### src/rtl/spi_msg_forwarder_if.sv
// -----------------------------------------------------------------------------
// spi_msg_forwarder_if
// Bundles the handshake signals between the message forwarder, the receive
// side of the source spi_process (length/data FIFOs) and the transmit
// serializer of the sink spi_process.
//   GOT_FULL_MSG : source holds at least one complete message
//   RD_REQ_LEN   : pop of the source length FIFO
//   MSG_LEN      : popped length (valid the cycle after RD_REQ_LEN)
//   RD_REQ       : pop of the source data FIFO
//   FIFO_Q       : popped payload word (valid the cycle after RD_REQ)
//   DATA / ENA   : word presented to the sink and its accept strobe
//   BUSY         : sink serializer busy (may be asynchronous)
//   ACTIVE       : forwarder is not idle
//   DROP         : oversize message drained and discarded
//   MSG_CNT      : forwarded message count
// Modports: master = forwarder side, slave = source/sink environment side.
// -----------------------------------------------------------------------------
interface spi_msg_forwarder_if;
  logic        GOT_FULL_MSG;
  logic        RD_REQ_LEN;
  logic [7:0]  MSG_LEN;
  logic        RD_REQ;
  logic [15:0] FIFO_Q;
  logic [15:0] DATA;
  logic        ENA;
  logic        BUSY;
  logic        ACTIVE;
  logic        DROP;
  logic [15:0] MSG_CNT;

  modport master (
    input  GOT_FULL_MSG, MSG_LEN, FIFO_Q, BUSY,
    output RD_REQ_LEN, RD_REQ, DATA, ENA, ACTIVE, DROP, MSG_CNT
  );

  modport slave (
    output GOT_FULL_MSG, MSG_LEN, FIFO_Q, BUSY,
    input  RD_REQ_LEN, RD_REQ, DATA, ENA, ACTIVE, DROP, MSG_CNT
  );
endinterface

### src/rtl/spi_msg_forwarder.sv
// -----------------------------------------------------------------------------
// spi_msg_forwarder
// Forwards complete messages from the receive FIFOs of one SPI link to the
// transmit serializer of another. Waits for GOT_FULL_MSG, pops the length,
// then moves each payload word with the DATA/ENA/BUSY handshake. Messages
// longer than MAX_LEN are popped and discarded (DROP pulse).
// Ports:
//   SYS_CLK : system clock, rising edge
//   RST     : asynchronous active-low reset
//   bus     : spi_msg_forwarder_if.master (FIFO pops, sink handshake, status)
// Parameters:
//   MAX_LEN    : largest forwarded payload in 16-bit words (1..255)
//   BUSY_GUARD : cycles after each ENA during which BUSY is ignored (1..7)
// Build option:
//   SPI_FWD_HEADER_EN : when defined, every forwarded message is preceded by
//                       a header word {8'hA5, length} with its own ENA.
// All outputs are registered.
// -----------------------------------------------------------------------------
module spi_msg_forwarder #(
  parameter int unsigned MAX_LEN    = 64,
  parameter int unsigned BUSY_GUARD = 2
) (
  input  logic                SYS_CLK,
  input  logic                RST,
  spi_msg_forwarder_if.master bus
);

  localparam logic [7:0] MAX_LEN_C = 8'(MAX_LEN);
  localparam logic [2:0] GUARD_C   = 3'(BUSY_GUARD);

  // IDLE issues the length pop; the registered RD_REQ_LEN is high during
  // S_LEN_REQ and MSG_LEN becomes valid one cycle later, in S_LEN_WAIT.
  typedef enum logic [3:0] {
    S_IDLE      = 4'd0,
    S_LEN_REQ   = 4'd1,
    S_LEN_WAIT  = 4'd2,
    S_CHECK     = 4'd3,
    S_READ      = 4'd4,
    S_DATA_WAIT = 4'd5,
    S_SEND      = 4'd6,
    S_DRAIN     = 4'd7,
    S_DONE      = 4'd8
`ifdef SPI_FWD_HEADER_EN
    , S_HDR     = 4'd9
`endif
  } state_e;

  state_e      state_q, state_d;
  logic [7:0]  len_q, len_d;
  logic [7:0]  rem_q, rem_d;
  logic [2:0]  guard_q, guard_d;
  logic        busy_meta_q, busy_sync_q;
  logic        rd_req_len_q, rd_req_len_d;
  logic        rd_req_q, rd_req_d;
  logic        ena_q, ena_d;
  logic        active_q, active_d;
  logic        drop_q, drop_d;
  logic [15:0] data_q, data_d;
  logic [15:0] msg_cnt_q, msg_cnt_d;
  logic        ready_s;
  logic        at_sink_s;

  // ENA is registered, so the decision is taken one cycle ahead: the guard
  // must have reached 0 by the cycle in which ENA is actually high.
  assign ready_s = !busy_sync_q && (guard_q <= 3'd1);

`ifdef SPI_FWD_HEADER_EN
  assign at_sink_s = (state_d == S_SEND) || (state_d == S_HDR);
`else
  assign at_sink_s = (state_d == S_SEND);
`endif

  // State register, datapath registers, output registers and BUSY synchronizer
  always_ff @(posedge SYS_CLK or negedge RST) begin
    if (!RST) begin
      state_q      <= S_IDLE;
      len_q        <= 8'd0;
      rem_q        <= 8'd0;
      guard_q      <= 3'd0;
      busy_meta_q  <= 1'b0;
      busy_sync_q  <= 1'b0;
      rd_req_len_q <= 1'b0;
      rd_req_q     <= 1'b0;
      ena_q        <= 1'b0;
      active_q     <= 1'b0;
      drop_q       <= 1'b0;
      data_q       <= 16'd0;
      msg_cnt_q    <= 16'd0;
    end else begin
      state_q      <= state_d;
      len_q        <= len_d;
      rem_q        <= rem_d;
      guard_q      <= guard_d;
      busy_meta_q  <= bus.BUSY;
      busy_sync_q  <= busy_meta_q;
      rd_req_len_q <= rd_req_len_d;
      rd_req_q     <= rd_req_d;
      ena_q        <= ena_d;
      active_q     <= active_d;
      drop_q       <= drop_d;
      data_q       <= data_d;
      msg_cnt_q    <= msg_cnt_d;
    end
  end

  // Next-state logic
  always_comb begin
    state_d = state_q;
    case (state_q)
      S_IDLE: begin
        if (bus.GOT_FULL_MSG) begin
          state_d = S_LEN_REQ;
        end else begin
          state_d = S_IDLE;
        end
      end
      S_LEN_REQ:  state_d = S_LEN_WAIT;
      S_LEN_WAIT: state_d = S_CHECK;
      S_CHECK: begin
        if (len_q == 8'd0) begin
          state_d = S_IDLE;
        end else if (len_q > MAX_LEN_C) begin
          state_d = S_DRAIN;
        end else begin
`ifdef SPI_FWD_HEADER_EN
          state_d = S_HDR;
`else
          state_d = S_READ;
`endif
        end
      end
`ifdef SPI_FWD_HEADER_EN
      S_HDR: begin
        if (ena_q) begin
          state_d = S_READ;
        end else begin
          state_d = S_HDR;
        end
      end
`endif
      S_READ:      state_d = S_DATA_WAIT;
      S_DATA_WAIT: state_d = S_SEND;
      // ena_q high means the word was handed over in this cycle
      S_SEND: begin
        if (!ena_q) begin
          state_d = S_SEND;
        end else if (rem_q == 8'd0) begin
          state_d = S_DONE;
        end else begin
          state_d = S_READ;
        end
      end
      S_DRAIN: begin
        if (rem_q == 8'd0) begin
          state_d = S_IDLE;
        end else begin
          state_d = S_DRAIN;
        end
      end
      S_DONE:  state_d = S_IDLE;
      default: state_d = S_IDLE;
    endcase
  end

  // Output and datapath next values
  always_comb begin
    rd_req_len_d = (state_d == S_LEN_REQ);
    rd_req_d     = (state_d == S_READ) || (state_d == S_DRAIN);
    active_d     = (state_d != S_IDLE);
    ena_d        = at_sink_s && ready_s && !ena_q;
    msg_cnt_d    = (state_q == S_DONE) ? (msg_cnt_q + 16'd1) : msg_cnt_q;

    if (state_q == S_LEN_WAIT) begin
      len_d = bus.MSG_LEN;
    end else begin
      len_d = len_q;
    end

    // rem counts words still to be popped
    case (state_q)
      S_LEN_WAIT: rem_d = bus.MSG_LEN;
      S_CHECK:    rem_d = (state_d == S_DRAIN) ? (len_q - 8'd1) : rem_q;
      S_READ:     rem_d = rem_q - 8'd1;
      S_DRAIN:    rem_d = (rem_q != 8'd0) ? (rem_q - 8'd1) : rem_q;
      default:    rem_d = rem_q;
    endcase

    drop_d = (state_d == S_DRAIN) && (rem_d == 8'd0);

    if (state_q == S_DATA_WAIT) begin
      data_d = bus.FIFO_Q;
`ifdef SPI_FWD_HEADER_EN
    end else if ((state_q == S_CHECK) && (state_d == S_HDR)) begin
      data_d = {8'hA5, len_q};
`endif
    end else begin
      data_d = data_q;
    end

    if (ena_d) begin
      guard_d = GUARD_C;
    end else if (guard_q != 3'd0) begin
      guard_d = guard_q - 3'd1;
    end else begin
      guard_d = 3'd0;
    end
  end

  assign bus.RD_REQ_LEN = rd_req_len_q;
  assign bus.RD_REQ     = rd_req_q;
  assign bus.DATA       = data_q;
  assign bus.ENA        = ena_q;
  assign bus.ACTIVE     = active_q;
  assign bus.DROP       = drop_q;
  assign bus.MSG_CNT    = msg_cnt_q;

endmodule

### src/flat_wrapper.sv
// flat-port wrapper written by rule: the top's interface ports become plain ports
module spi_msg_forwarder_flat 
#(
  parameter int unsigned MAX_LEN    = 64,
  parameter int unsigned BUSY_GUARD = 2
)
  (SYS_CLK, RST, bus_GOT_FULL_MSG, bus_MSG_LEN, bus_FIFO_Q, bus_BUSY, bus_RD_REQ_LEN, bus_RD_REQ, bus_DATA, bus_ENA, bus_ACTIVE, bus_DROP, bus_MSG_CNT);
  spi_msg_forwarder_if bus_i ();
  input  logic SYS_CLK;
  input  logic RST;
  input wire logic [$bits(bus_i.GOT_FULL_MSG)-1:0] bus_GOT_FULL_MSG;
  input wire logic [$bits(bus_i.MSG_LEN)-1:0] bus_MSG_LEN;
  input wire logic [$bits(bus_i.FIFO_Q)-1:0] bus_FIFO_Q;
  input wire logic [$bits(bus_i.BUSY)-1:0] bus_BUSY;
  output wire logic [$bits(bus_i.RD_REQ_LEN)-1:0] bus_RD_REQ_LEN;
  output wire logic [$bits(bus_i.RD_REQ)-1:0] bus_RD_REQ;
  output wire logic [$bits(bus_i.DATA)-1:0] bus_DATA;
  output wire logic [$bits(bus_i.ENA)-1:0] bus_ENA;
  output wire logic [$bits(bus_i.ACTIVE)-1:0] bus_ACTIVE;
  output wire logic [$bits(bus_i.DROP)-1:0] bus_DROP;
  output wire logic [$bits(bus_i.MSG_CNT)-1:0] bus_MSG_CNT;
  assign bus_i.GOT_FULL_MSG = bus_GOT_FULL_MSG;
  assign bus_i.MSG_LEN = bus_MSG_LEN;
  assign bus_i.FIFO_Q = bus_FIFO_Q;
  assign bus_i.BUSY = bus_BUSY;
  assign bus_RD_REQ_LEN = bus_i.RD_REQ_LEN;
  assign bus_RD_REQ = bus_i.RD_REQ;
  assign bus_DATA = bus_i.DATA;
  assign bus_ENA = bus_i.ENA;
  assign bus_ACTIVE = bus_i.ACTIVE;
  assign bus_DROP = bus_i.DROP;
  assign bus_MSG_CNT = bus_i.MSG_CNT;
  spi_msg_forwarder #(.MAX_LEN(MAX_LEN), .BUSY_GUARD(BUSY_GUARD)) u_core (.SYS_CLK(SYS_CLK), .RST(RST), .bus(bus_i));
endmodule
### config.mk
export PLATFORM = sky130hd
export DESIGN_NAME = spi_msg_forwarder_flat
export DESIGN_NICKNAME = d
export VERILOG_FILES = /design/src/rtl/spi_msg_forwarder_if.sv /design/src/rtl/spi_msg_forwarder.sv /design/src/flat_wrapper.sv
export SDC_FILE = /design/constraint.sdc
export NUM_CORES = 1
export LEC_CHECK = 0
export ABC_AREA = 1
export ABC_CLOCK_PERIOD_IN_PS = 2180
export CAP_MARGIN = 10
export CORE_MARGIN = 3
export CORE_UTILIZATION = 49
export CTS_BUF_LIST = sky130_fd_sc_hd__clkbuf_8
export DETAILED_ROUTE_END_ITERATION = 8
export PLACE_DENSITY = 0.78
export SLEW_MARGIN = 25
export SYNTH_ARGS = -nofsm -noshare
export SYNTH_HDL_FRONTEND = slang
export SYNTH_SLANG_ARGS = --single-unit
### constraint.sdc
create_clock -name SYS_CLK -period 2.18 [get_ports SYS_CLK]
set_input_delay 0.436 -clock SYS_CLK [delete_from_list [all_inputs] [get_ports SYS_CLK]]
set_output_delay 0.436 -clock SYS_CLK [all_outputs]
set_load 0.02 [all_outputs]
-- Word level (Yosys, flattened, before mapping)
Cells that the tools add are included.
- bits in registers: 62
- bits of input ports: 28
- output and inout bits: 37
- add/subtract/negate cells: 4
- order comparisons: 2
- eq/ne operators: 12
- multiplexer cells: 12
- reduce and logical (&&, ||, !) cells: 14
- operators with widths (kind ; count):
    4-bit case mux with 8 select lines ; 1
    8-bit case mux with 4 select lines ; 1
    4-bit by 3-bit == test with 1-bit output (second input constant) ; 7
    8-bit zero test ; 3
    16-bit by 1-bit adder with 16-bit output (second input constant) ; 1
    8-bit 2-to-1 mux ; 2
    8-bit by 1-bit subtractor with 8-bit output (second input constant) ; 2
    4-bit 2-to-1 mux ; 3
    3-bit 2-to-1 mux ; 3
    4-bit by 1-bit == test with 1-bit output (second input constant) ; 2
    4-bit by 2-bit == test with 1-bit output (second input constant) ; 2
    8-bit by 7-bit > comparator with 1-bit output (second input constant) ; 1
    8-bit nonzero test ; 1
    4-bit == test (second input constant) ; 1
    1-bit logical AND ; 4
    4-bit zero test ; 1
    4-bit nonzero test ; 1
    3-bit by 1-bit less-or-equal comparator with 1-bit output (second input constant) ; 1
    3-bit nonzero test ; 1
    3-bit by 1-bit subtractor with 3-bit output (second input constant) ; 1
    1-bit zero test ; 2
    2-bit 2-to-1 mux ; 1
    1-bit logical OR ; 1
    1-bit 2-to-1 mux ; 1

-- Longest topological paths before layout
Gate-level depths: netlist of the first run.
- word-level depth: 9
- gate-level depth with buffers: 17
- mapped depth without buffers: 17

-- Worst setup path after synthesis of the first run
Ideal clock, no wire load.
- path type: reg2reg
- start point: register u_core.rem_q[0]
- end point: register u_core.drop_q, in the netlist u_core.bus.DROP
- setup time: 0.115 ns
- data arrival time: 1.740 ns
- required time: 2.065 ns
- path slack: 0.325 ns
- cell stages (with the launch flop): 14
- path buffers: 0
- clock period less this slack: 1.855 ns
- cells stage by stage: dfrtp_1 inv_1 ha_1 nand2_1 o21ai_2 nand4_1 nand3_4 nand2_4 nand2_4 nand2_1 nand2_2 nor2_1 nand3_1 nor2_1
- elaborated cells on any way between the ends: 13
- those cells by class: add/sub: 1; eq/ne: 1; mux: 7; reduce/logical: 4
- RTL lines (item ; RTL line ; RTL):
    start, declared ; spi_msg_forwarder.sv:50 ; logic [7:0] rem_q, rem_d;
    start signal, assigned ; spi_msg_forwarder.sv:92 ; rem_q <= rem_d;
    8-bit zero test ; spi_msg_forwarder.sv:154 ; if (rem_q == 8'd0) begin
    3-bit 2-to-1 mux ; spi_msg_forwarder.sv:154 ;
    4-bit case mux with 8 select lines ; spi_msg_forwarder.sv:109 ; case (state_q)
    named net u_core.state_d[1] ; spi_msg_forwarder.sv:48 ; state_e state_q, state_d;
    4-bit by 3-bit == test with 1-bit output ; spi_msg_forwarder.sv:182 ; S_CHECK: rem_d = (state_d == S_DRAIN) ? (len_q - 8'd1) : rem_q;
    8-bit 2-to-1 mux ; spi_msg_forwarder.sv:182 ;
    8-bit case mux with 4 select lines ; spi_msg_forwarder.sv:180 ; case (state_q)
    named net u_core.rem_d[7] ; spi_msg_forwarder.sv:50 ;
    8-bit zero test ; spi_msg_forwarder.sv:188 ; drop_d = (state_d == S_DRAIN) && (rem_d == 8'd0);
    1-bit logical AND ; spi_msg_forwarder.sv:188 ;
    named net u_core.drop_d ; spi_msg_forwarder.sv:57 ; logic drop_q, drop_d;
    end signal, assigned ; spi_msg_forwarder.sv:100 ; drop_q <= drop_d;
    end, declared ; spi_msg_forwarder.sv:57 ;
The timed path passes the listed nets, and every way through them passes these cells.
A chain may end at the register's enable or synchronous reset.

-- Final worst setup path of the first run
- start point: register u_core.rem_q[0]
- end point: register u_core.drop_q, in the netlist u_core.bus.DROP
- cells in the longest elaborated chain, start to end: 9
- elaborated cells on any way between the ends: 13
- those cells by class: add/sub: 1; eq/ne: 1; mux: 7; reduce/logical: 4
- RTL lines (item ; RTL line ; RTL):
    8-bit zero test ; spi_msg_forwarder.sv:147, spi_msg_forwarder.sv:154 ;
    4-bit 2-to-1 mux ; spi_msg_forwarder.sv:147 ; end else if (rem_q == 8'd0) begin
    4-bit 2-to-1 mux ; spi_msg_forwarder.sv:145 ; if (!ena_q) begin
    4-bit case mux with 8 select lines ; spi_msg_forwarder.sv:109 ;
    4-bit by 3-bit == test with 1-bit output ; spi_msg_forwarder.sv:182, spi_msg_forwarder.sv:188 ;
    8-bit 2-to-1 mux ; spi_msg_forwarder.sv:182 ;
    8-bit case mux with 4 select lines ; spi_msg_forwarder.sv:180 ;
    8-bit zero test ; spi_msg_forwarder.sv:188 ;
    1-bit logical AND (*) ; spi_msg_forwarder.sv:188 ;
    named net u_core.drop_d ; spi_msg_forwarder.sv:57 ;
Mark *: on every way through the listed nets, which the timed path passes. The rest lies on a longest branch.

==> flow_summary.ini, run 1 <==
[status]
outcome = completed

[timing]
min_period_over_period_pct = 93.5
setup_slack_ps = 143
skew_ps = 8.46
relSlewSlack_pct = 70.2
fmax_mhz = 491
hold_violations = 0
fin_crit_ps = 2040
holdWs_ps = 35.3
worstMarginPinSlew_ps = 447
slew_violations = 0
setup_viol = 0

[cells_and_area]
insertedDiodeCount = 0
drive_above_1_share_pct = 14.8
fillCellCount = 430
area_growth_pct = 35.0
final-seq-area_um2 = 1550
final_cells = 499
utilization_pct = 70.9
multi_input_area_um2 = 1330
fin_nets = 453

[power]
p_comb_share_pct = 49.4
p_switching_mw = 2.48
pwr-share-seq_pct = 31.9
ir_drop_mv = 0.832
p_sw_share_pct = 42.7
p_leak_nw = 1.93
power.internal_mw = 3.33
pwr-share-clk_pct = 18.7
powerDensity_nw_per_um2 = 1430
power.total_mw = 5.81

[placement]
dp.final_hpwl_mm = 5.06
io_buffer_count = 64
gp_congestion = 0.900
dp.cells = 479
dpl_worst_slack_ps = 82.1

[logic_synthesis]
ys_warn_count = 0
ys_seq_area_share_pct = 51.7
netlist_area_um2 = 3000
synth_nets = 372
yosysTopAreaCell = dfrtp_1
synth_cell_types = 35
netlist_top_cells_area = dfrtp_1 (52%), nand2_1 (12%), xor2_1 (5.0%)
synth_top_area_share_pct = 51.7
ys_seq_elements = 62
synthCells = 341
synthesis.area_per_instance_um2 = 8.80

[die]
die_area_um2 = 7100
io_pins = 65
start_util_pct = 52.5
rows = 27
die_w_um = 84.2
die_y_um = 84.2
coreArea_um2 = 5710

[drt]
ant_nets = 0
drc = 0
drt-initial-drc-count = 122
detail_route.first_pass.iterations = 4
wl_per_cell_um = 14.2
drt-vias-per-instance = 5.16
dr_total_vias = 2574
wirelength_mm = 7.07

[grt]
grt_pass1_vias = 2600
antenna_found_initial = 0
grt_start_max_net_pins = 46
track_usage_pct = 20.6
grt_first_pass_wirelength_mm = 11.8
grt_overflow = 0

[setup_path]
r2r_setup_slack_ps = 140
reg2reg_depth = 12
arrival_ps = 2300
criticalPathCategory = register to register
cp-start-kind = register
worstSetupEndpointType = register
reg2reg_to = u_core.bus.DROP
path_max_fanout = 6
cp.required_ps = 2450
timing.rr.start = u_core.rem_q[0]

[hold_path]
hold_path.class = primary input to async pin

[clocking]
h-tree-depth = 3
clk_pin_slew_ps = 70
cts_tree = built
cts_sinks = 62
clock_latency_ps = 340
cts_buffers = 9
hold_buffers = 0
clockBufferDepth = 2
root_buffer = clkbuf_8

[job]
maxCapViolCount = 0
## cells by family after synthesis
logic type      synth area share, %
flops                          51.7
simple gates                   29.0
compound gates                 5.38
fa+ha+maj                      1.25
xor+xnor                       7.30
mux                           0.375
buf+inv                        4.96
## flip-flops by register name, indices dropped and copies added (netlist names)
| name | count |
|---|---|
| u_core.busy_meta_q | 1 |
| u_core.bus.ACTIVE | 1 |
| u_core.bus.RD_REQ_LEN | 1 |
| u_core.bus.RD_REQ | 1 |
| u_core.bus.MSG_CNT | 16 |
| u_core.len_q | 8 |
| u_core.bus.DATA | 16 |
| u_core.busy_sync_q | 1 |
| u_core.bus.ENA | 1 |
| u_core.guard_q | 3 |
| u_core.rem_q | 8 |
| u_core.state_q | 4 |
| u_core.bus.DROP | 1 |
## repair_timing
action / 4_1_cts / 5_1_grt
gates resized for setup: 0 / 11
setup buffers: 0 / 4
setup endpoints to repair: 0 / 2
hold endpoints to repair: 0 / 0
## cells in the mapped netlist
library cell	number
o211ai_1	1
nor2_4	1
nand2_2	3
nand4_2	1
o221ai_1	1
o21ai_0	13
nand3_4	1
ha_1	3
nand2_4	5
inv_4	1
a31oi_1	1
nand4_1	12
nor2_2	5
a21o_1	1
xor2_1	17
nor3b_2	1
nor3_2	1
nor3_4	1
nor3_1	5
clkbuf_1	3
o22ai_1	2
nor4_2	1
inv_2	5
xnor2_1	8
o21ai_2	1
nor4_1	1
o21ai_1	3
nand3_1	14
mux2_2	1
dfrtp_1	62
inv_1	30
nor2_1	35
nand3_2	1
nand2_1	94
a21oi_1	6
## final cells by class
cell class | instances | share of cell area (%)
Sequential cell | 62 | 38.3
Multi-Input combinational cell | 240 | 32.9
Timing Repair Buffer | 73 | 17.7
Clock buffer | 13 | 4.42
Inverter | 36 | 3.40
Tap cell | 72 | 2.22
Clock inverter | 3 | 1.02
## power by group through the flow
| stage | Sequential [mW] | Combinational, mW | Clock, mW |
|---|---|---|---|
| global route | 1.89 | 3.17 | 1.16 |
| finish | 1.85 | 2.87 | 1.09 |
| floorplan | 2.00 | 1.63 | 0 |
| CTS | 1.84 | 2.68 | 1.11 |
| detailed placement | 1.85 | 2.66 | 0 |
| global placement | 1.85 | 2.59 | 0 |
## metrics by stage
step | area [µm²] | TNS (ps)
finish | 4050 | 0
detailed placement | 3760 | 0
global placement | 3760 | 0
floorplan | 3000 | 0
CTS | 3980 | 0
global route | 4050 | -25.8
## worst max path at each step
stage / from / to / slack [ps] / depth (start not counted)
after detailed placement: u_core.rem_q[0] / u_core.bus.DROP / 80 / 12
after global routing: u_core.len_q[0] / u_core.bus.DROP / -30 / 17
final: u_core.rem_q[0] / u_core.bus.DROP / 140 / 12
after floorplan: u_core.rem_q[0] / u_core.bus.DROP / 330 / 13
after global placement: u_core.rem_q[0] / u_core.bus.DROP / 170 / 12
after CTS: u_core.rem_q[0] / u_core.bus.DROP / 70 / 12
## cell usage in the layout (no fill, tap or decap), drive strengths merged, types with 2 or more instances in the layout
master	Yosys	routed
o21ai	17	17
dfrtp	62	62
a21oi	6	6
clkbuf	3	13
inv	36	37
nor4	2	2
o22ai	2	2
buf	0	10
nor2	41	41
xnor2	8	8
nand2	102	102
clkdlybuf4s50	0	63
nand3	16	16
ha	3	3
nand4	13	13
nor3	7	7
xor2	17	17
## routing by layer
metal,track usage [%],up-vias,routed length [µm]
met5,0,-,0
met4,8.19,0,125
met3,7.36,16,508
met2,32.6,85,3350
met1,25.8,1221,3080
li1,-,1252,-
## critical path, stage by stage, from the launching register on
cell     delay [ps]
dfrtp_1         420
inv_2           100
ha_2            210
nand2_1         120
o21ai_4         190
nand2_4         100
inv_4            90
o21ai_0         120
a21oi_1         140
o21ai_0         110
a21oi_1         180
nand3_1          90
nor2_1          100
Note: power is estimated with default switching activity, not from simulation.
==> inputs of run 2 (changes only) <==
--- a/config.mk
+++ b/config.mk
@@ -13,7 +13,7 @@
 export CTS_BUF_LIST = sky130_fd_sc_hd__clkbuf_8
 export DETAILED_ROUTE_END_ITERATION = 8
 export PLACE_DENSITY = 0.78
-export SLEW_MARGIN = 25
+export SLEW_MARGIN = 20
 export SYNTH_ARGS = -nofsm -noshare
 export SYNTH_HDL_FRONTEND = slang
 export SYNTH_SLANG_ARGS = --single-unit
==> results of run 2 <==
The final DEF is identical to that of run 1; final timing and power are the same.
==> inputs of run 3 (changes only) <==
--- a/config.mk
+++ b/config.mk
@@ -6,7 +6,7 @@
 export NUM_CORES = 1
 export LEC_CHECK = 0
 export ABC_AREA = 1
-export ABC_CLOCK_PERIOD_IN_PS = 2180
+export ABC_CLOCK_PERIOD_IN_PS = 2300
 export CAP_MARGIN = 10
 export CORE_MARGIN = 3
 export CORE_UTILIZATION = 49
==> constraint.sdc (replaced) <==
create_clock -name SYS_CLK -period 2.3 [get_ports SYS_CLK]
set_input_delay 0.46 -clock SYS_CLK [delete_from_list [all_inputs] [get_ports SYS_CLK]]
set_output_delay 0.46 -clock SYS_CLK [all_outputs]
set_load 0.02 [all_outputs]
==> run 3 against run 2 <==
Effect of this change:
- worst hold slack better by 94 ps
- wire length decreased by 2.7%
- clock power is 11% lower
- die area is the same
- sequential power shrank 5%
- fmax shrank 4.6%
- sequential share of layout area increased by 0.64 points
- largest cell class unchanged
- highest routed layer unchanged
==> flow_summary.ini, run 3 (synthesis results as in run 1) <==
[clocking]
h-tree-depth = 3
cts_tree = built
cts_resized = 0
post_cts_buffers = 0
cts_buffers = 9
root_buffer = clkbuf_8
clockBufferDepth = 2
clk_pin_slew_ps = 70
hold_buffers = 0
clock_latency_ps = 330
cts_sinks = 62

[timing]
fmax_mhz = 468
slew_violations = 0
relSlewSlack_pct = 69.2
worstMarginPinSlew_ps = 462
skew_ps = 8.37
min_period_over_period_pct = 92.8
fin_tns_setup_ps = 0
fin_crit_ps = 2130
hold_violations = 0
setup_viol = 0

[power]
powerDensity_nw_per_um2 = 1330
p_leak_nw = 1.91
ir_drop_mv = 0.690
power.total_mw = 5.30

[setup_path]
worstSetupEndpointType = register
timing.critical_path.buf_inv = 1
path_max_fanout = 5
path_cells = inv_1 > ha_1 > nand2_1 > o21ai_4 > nand4_1 > nand3_4 > nand2_4 > nand2_4 > nand2_1 > nand2_2 > nor2_1 > nand3_1 > nor2_1
cp-start-kind = register
cp_slowest_stage_delay_ps = 400
cp.required_ps = 2530
critPathTopFamily = simple AND/OR/NAND/NOR gates
cp_slowest_cell = dfrtp_1
arrival_ps = 2360
criticalPathCategory = register to register

[placement]
post_dp_cell_area_um2 = 3760
gp_congestion = 0.888
io_buffer_count = 64
dp.final_hpwl_mm = 4.84

[grt]
grt_start_max_net_pins = 63
track_usage_pct = 21.1
grt_first_pass_wirelength_mm = 12.0
antenna_found_initial = 0
grt_pass1_vias = 2603
grt_overflow = 0

[cells_and_area]
area_growth_pct = 32.7
insertedDiodeCount = 0
mostFrequentLayoutCell = nand2_1
drive_above_1_share_pct = 11.8
fillCellCount = 443
layout_common_cells = nand2_1 (94), clkdlybuf4s50_1 (63), dfrtp_1 (62)
utilization_pct = 69.7
design_area_um2 = 3980
fin_nets = 448

[drt]
dr_total_vias = 2513
drc = 0
drt-initial-drc-count = 129
detail_route.first_pass.iterations = 4
wl_per_cell_um = 13.9
wirelength_mm = 6.88
ant_nets = 0
drt-vias-per-instance = 5.09

[hold_path]
hold_path.class = primary input to async pin

[status]
outcome = completed

[die]
rows = 27
coreArea_um2 = 5710
die_area_um2 = 7100
io_pins = 65
die_y_um = 84.2
start_util_pct = 52.5
die_w_um = 84.2

[job]
maxCapViolCount = 0
==> run 3: worst register-to-register path: stages (launching register included) <==
cell and delay, ps:
dfrtp_1 400, inv_1 110, ha_1 250, nand2_1 150, o21ai_4 260, nand4_1 230
nand3_4 180, nand2_4 80, nand2_4 90, nand2_1 60, nand2_2 70, nor2_1 40
nand3_1 80, nor2_1 40
==> run 3: cell type report <==
type	instances	area (µm²)	area share, %
clock buffers	11	151	3.80
flip-flops and latches	62	1550	39.0
clock inverters	5	50.0	1.26
inverters	36	138	3.46
well taps	72	90.1	2.26
multi-input cells	240	1320	33.2
repair buffers	68	678	17.0
==> run 3: where the power goes <==
| part | switching (mW) | internal [mW] | leakage, nW |
|---|---|---|---|
| clock network | 0.423 | 0.550 | 0.108 |
| logic | 1.59 | 0.986 | 1.01 |
| registers | 0.294 | 1.46 | 0.790 |
==> run 3: final timing paths <==
kind | from | endpoint | slack [ps] | depth (start not counted)
setup / recovery | u_core.rem_q[0] | u_core.bus.DROP | 170 | 13
hold / removal | RST | u_core.bus.DATA[11] | 130 | 2
setup reg to reg | u_core.rem_q[0] | u_core.bus.DROP | 170 | 13
hold reg to reg | u_core.busy_meta_q | u_core.busy_sync_q | 350 | 0
max in group asynchronous | RST | u_core.bus.DATA[4] | 1900 | 2
min in group SYS_CLK | u_core.busy_meta_q | u_core.busy_sync_q | 350 | 0
==> run 3: stage by stage <==
| step | std cells | hold slack (ps) | worst slack, ps |
|---|---|---|---|
| 4_1_cts | 494 | 133 | 178 |
| 3_5_place_dp | 478 | 339 | 220 |
| 5_1_grt | 494 | 141 | -6.60 |
| 3_3_place_gp | 478 | 334 | 286 |
| 6_report | 494 | 129 | 165 |
| 2_1_floorplan | 341 | 164 | 445 |
==> run 3: per-layer routing <==
layer  share of wire (%)  wire length, µm  up-vias  GRT usage, %
met3                 7.2              494       16          7.75
met5                   0                0        -             0
met2                  45             3060       89          31.6
met1                  46             3160     1167          27.6
li1                    -                -     1241             -
met4                 2.3              155        0          8.92
==> variant: new RTL, settings of run 1 <==
Add a define of `SPI_FWD_HEADER_EN`.
--- a/src/rtl/spi_msg_forwarder.sv
+++ b/src/rtl/spi_msg_forwarder.sv
@@ -18,2 +18,4 @@
 // -----------------------------------------------------------------------------
+`define SPI_FWD_HEADER_EN
+
 module spi_msg_forwarder #(
Formal check against the unedited RTL: not equivalent (a bounded check fails within 10 cycles, from zero or initial values and one cycle with RST low).
==> variant against run 1 <==
Sequential cell count unchanged. Sequential power about the same. Critical endpoint unchanged. Hold slack better by 62 ps. Routed wire length up 10%. Total power up 18%. Design area up 10%. Core utilization down 1.4 points. Setup slack better by 9.3 ps. Synthesized area up 9.3%.
==> variant: results (changes against run 1) <==
Power
  • Max IR drop VDD: 923 uV (+11%)
  • Internal Power: 0.00382 W (+15%)

Final layout
  • Layout cell share with drive strength beyond 1: 18.3% (+3.5 points)

Worst setup path
  • Reg2Reg Depth: 14 (+2)
  • CP max FO: 8 (+2)
  • Largest delay share family, worst path: simple AND/OR/NAND/NOR gates

Run status
  • Outcome: completed

GRT
  • Global Route Usage Sum: 21.8% (+1.2 points)
  • Vias in the first global route: 2,937 (+13%)
  • First-pass GRT wire length: 13,100 um (+11%)

Logic synthesis
  • Seq/Total Area, Yosys: 47.3% (-4.4 points)
  • Mux share of post-synthesis cell area: 0.344% (-0.032 points)
  • Synth unique cells: 40 (+14%)
  • Area contributors post-synth: dfrtp_1 47%, nand2_1 10%, inv_1 5.5%
  • Adder-Cell Fraction of Synth Area: 1.15% (-0.11 points)
  • Post-Syn Nets: 413 (+11%)
  • Post-synthesis compound-gate area fraction: 10.4% (+5.0 points)
  • Post-synthesis xor/xnor area fraction: 6.15% (-1.2 points)

Route
  • Avg Vias per Cell: 5.23 (+1.4%)
  • Routed WL per cell: 13.9 um (-1.5%)
  • Drt initial violations: 144 (+18%)

Timing
  • Worst Hold Margin: 97.6 ps (+62.3 ps)
  • Layout Skew: 8.79 ps (+0.328 ps)

Placement
  • Routability-driven placement congestion ratio: 0.856 (-4.9%)
  • Dpl hpwl: 5800 um (+15%)
  • Area post-placement: 0.00414 mm2 (+9.9%)
[variant: cell count changes after synthesis, sizes merged, moves of 5 or more]
cell          run 1  this run
o21ai            17        28
inv              36        51
a32o              0         5
buf               0         5
nand2           102        93
nand3            16        27
a21oi             6        12
[variant: layout make-up]
cell class                 instances  area [um2]
timing repair buffer              92         858
multi-input combinational        261        1550
inverter                          51         195
clock inverter                     4        53.8
clock buffer                      12         165
fill                             506        1950
sequential                        62        1550
tap                               77        96.3
[variant: cells by family after synthesis]
logic type	Yosys count
AOI/OAI and AO/OA	55
adders and majority gates	3
xor gates and xnor gates	23
buffers and inverters	59
DFF	62
and+or+nand+nor	179
muxes	1
[variant: power by group through the flow]
stage	sequential, W	combinational [W]	clock [W]
finish	0.00185	0.00396	0.00107
global route	0.00190	0.00439	0.00115
CTS	0.00183	0.00374	0.00109
detailed placement	0.00185	0.00372	0
global placement	0.00184	0.00364	0
floorplan	0.00201	0.00226	0
[variant: layer usage]
metal / global-route usage [%] / routed length, um / vias to the layer above
met4: 7.39 / 178 / 0
li1: - / - / 1430
met3: 7.15 / 472 / 18
met5: 0 / 0 / -
met1: 26.4 / 3270 / 1380
met2: 36.4 / 3880 / 96
[variant: worst reg2reg max path, delay by kind of cell (launching register included)]
family | cells | cell delay (ps)
DFF | 1 | 430
and+or+nand+nor | 10 | 1060
buffers and inverters | 3 | 380
AOI/OAI and AO/OA | 1 | 110
[variant: how the worst max path moves through the flow]
stage,startpoint,to,slack (ps)
6_report,u_core.state_q[3],u_core.bus.DROP,150
5_1_grt,u_core.state_q[3],u_core.bus.DROP,-40
4_1_cts,u_core.len_q[0],u_core.bus.DROP,20
3_5_place_dp,bus_GOT_FULL_MSG,u_core.bus.DROP,20
3_3_place_gp,bus_GOT_FULL_MSG,u_core.bus.DROP,60
2_1_floorplan,u_core.len_q[0],u_core.guard_q[1],230
[variant: what timing repair did]
item,CTS,global route
setup buffers,0,6
endpoints found under the setup margin,0,18
resized for setup,0,16
[variant: metrics by stage]
stage / utilization [%] / setup slack [ps] / cells / TNS [ps]
after floorplan: - / 233 / 382 / 0
after global placement: 64.4 / 62.6 / 537 / 0
after detailed placement: 64.4 / 16.4 / 537 / 0
after CTS: 67.8 / 17.7 / 553 / 0
after global routing: 69.6 / -43.2 / 559 / -46.4
final: 69.6 / 152 / 559 / 0
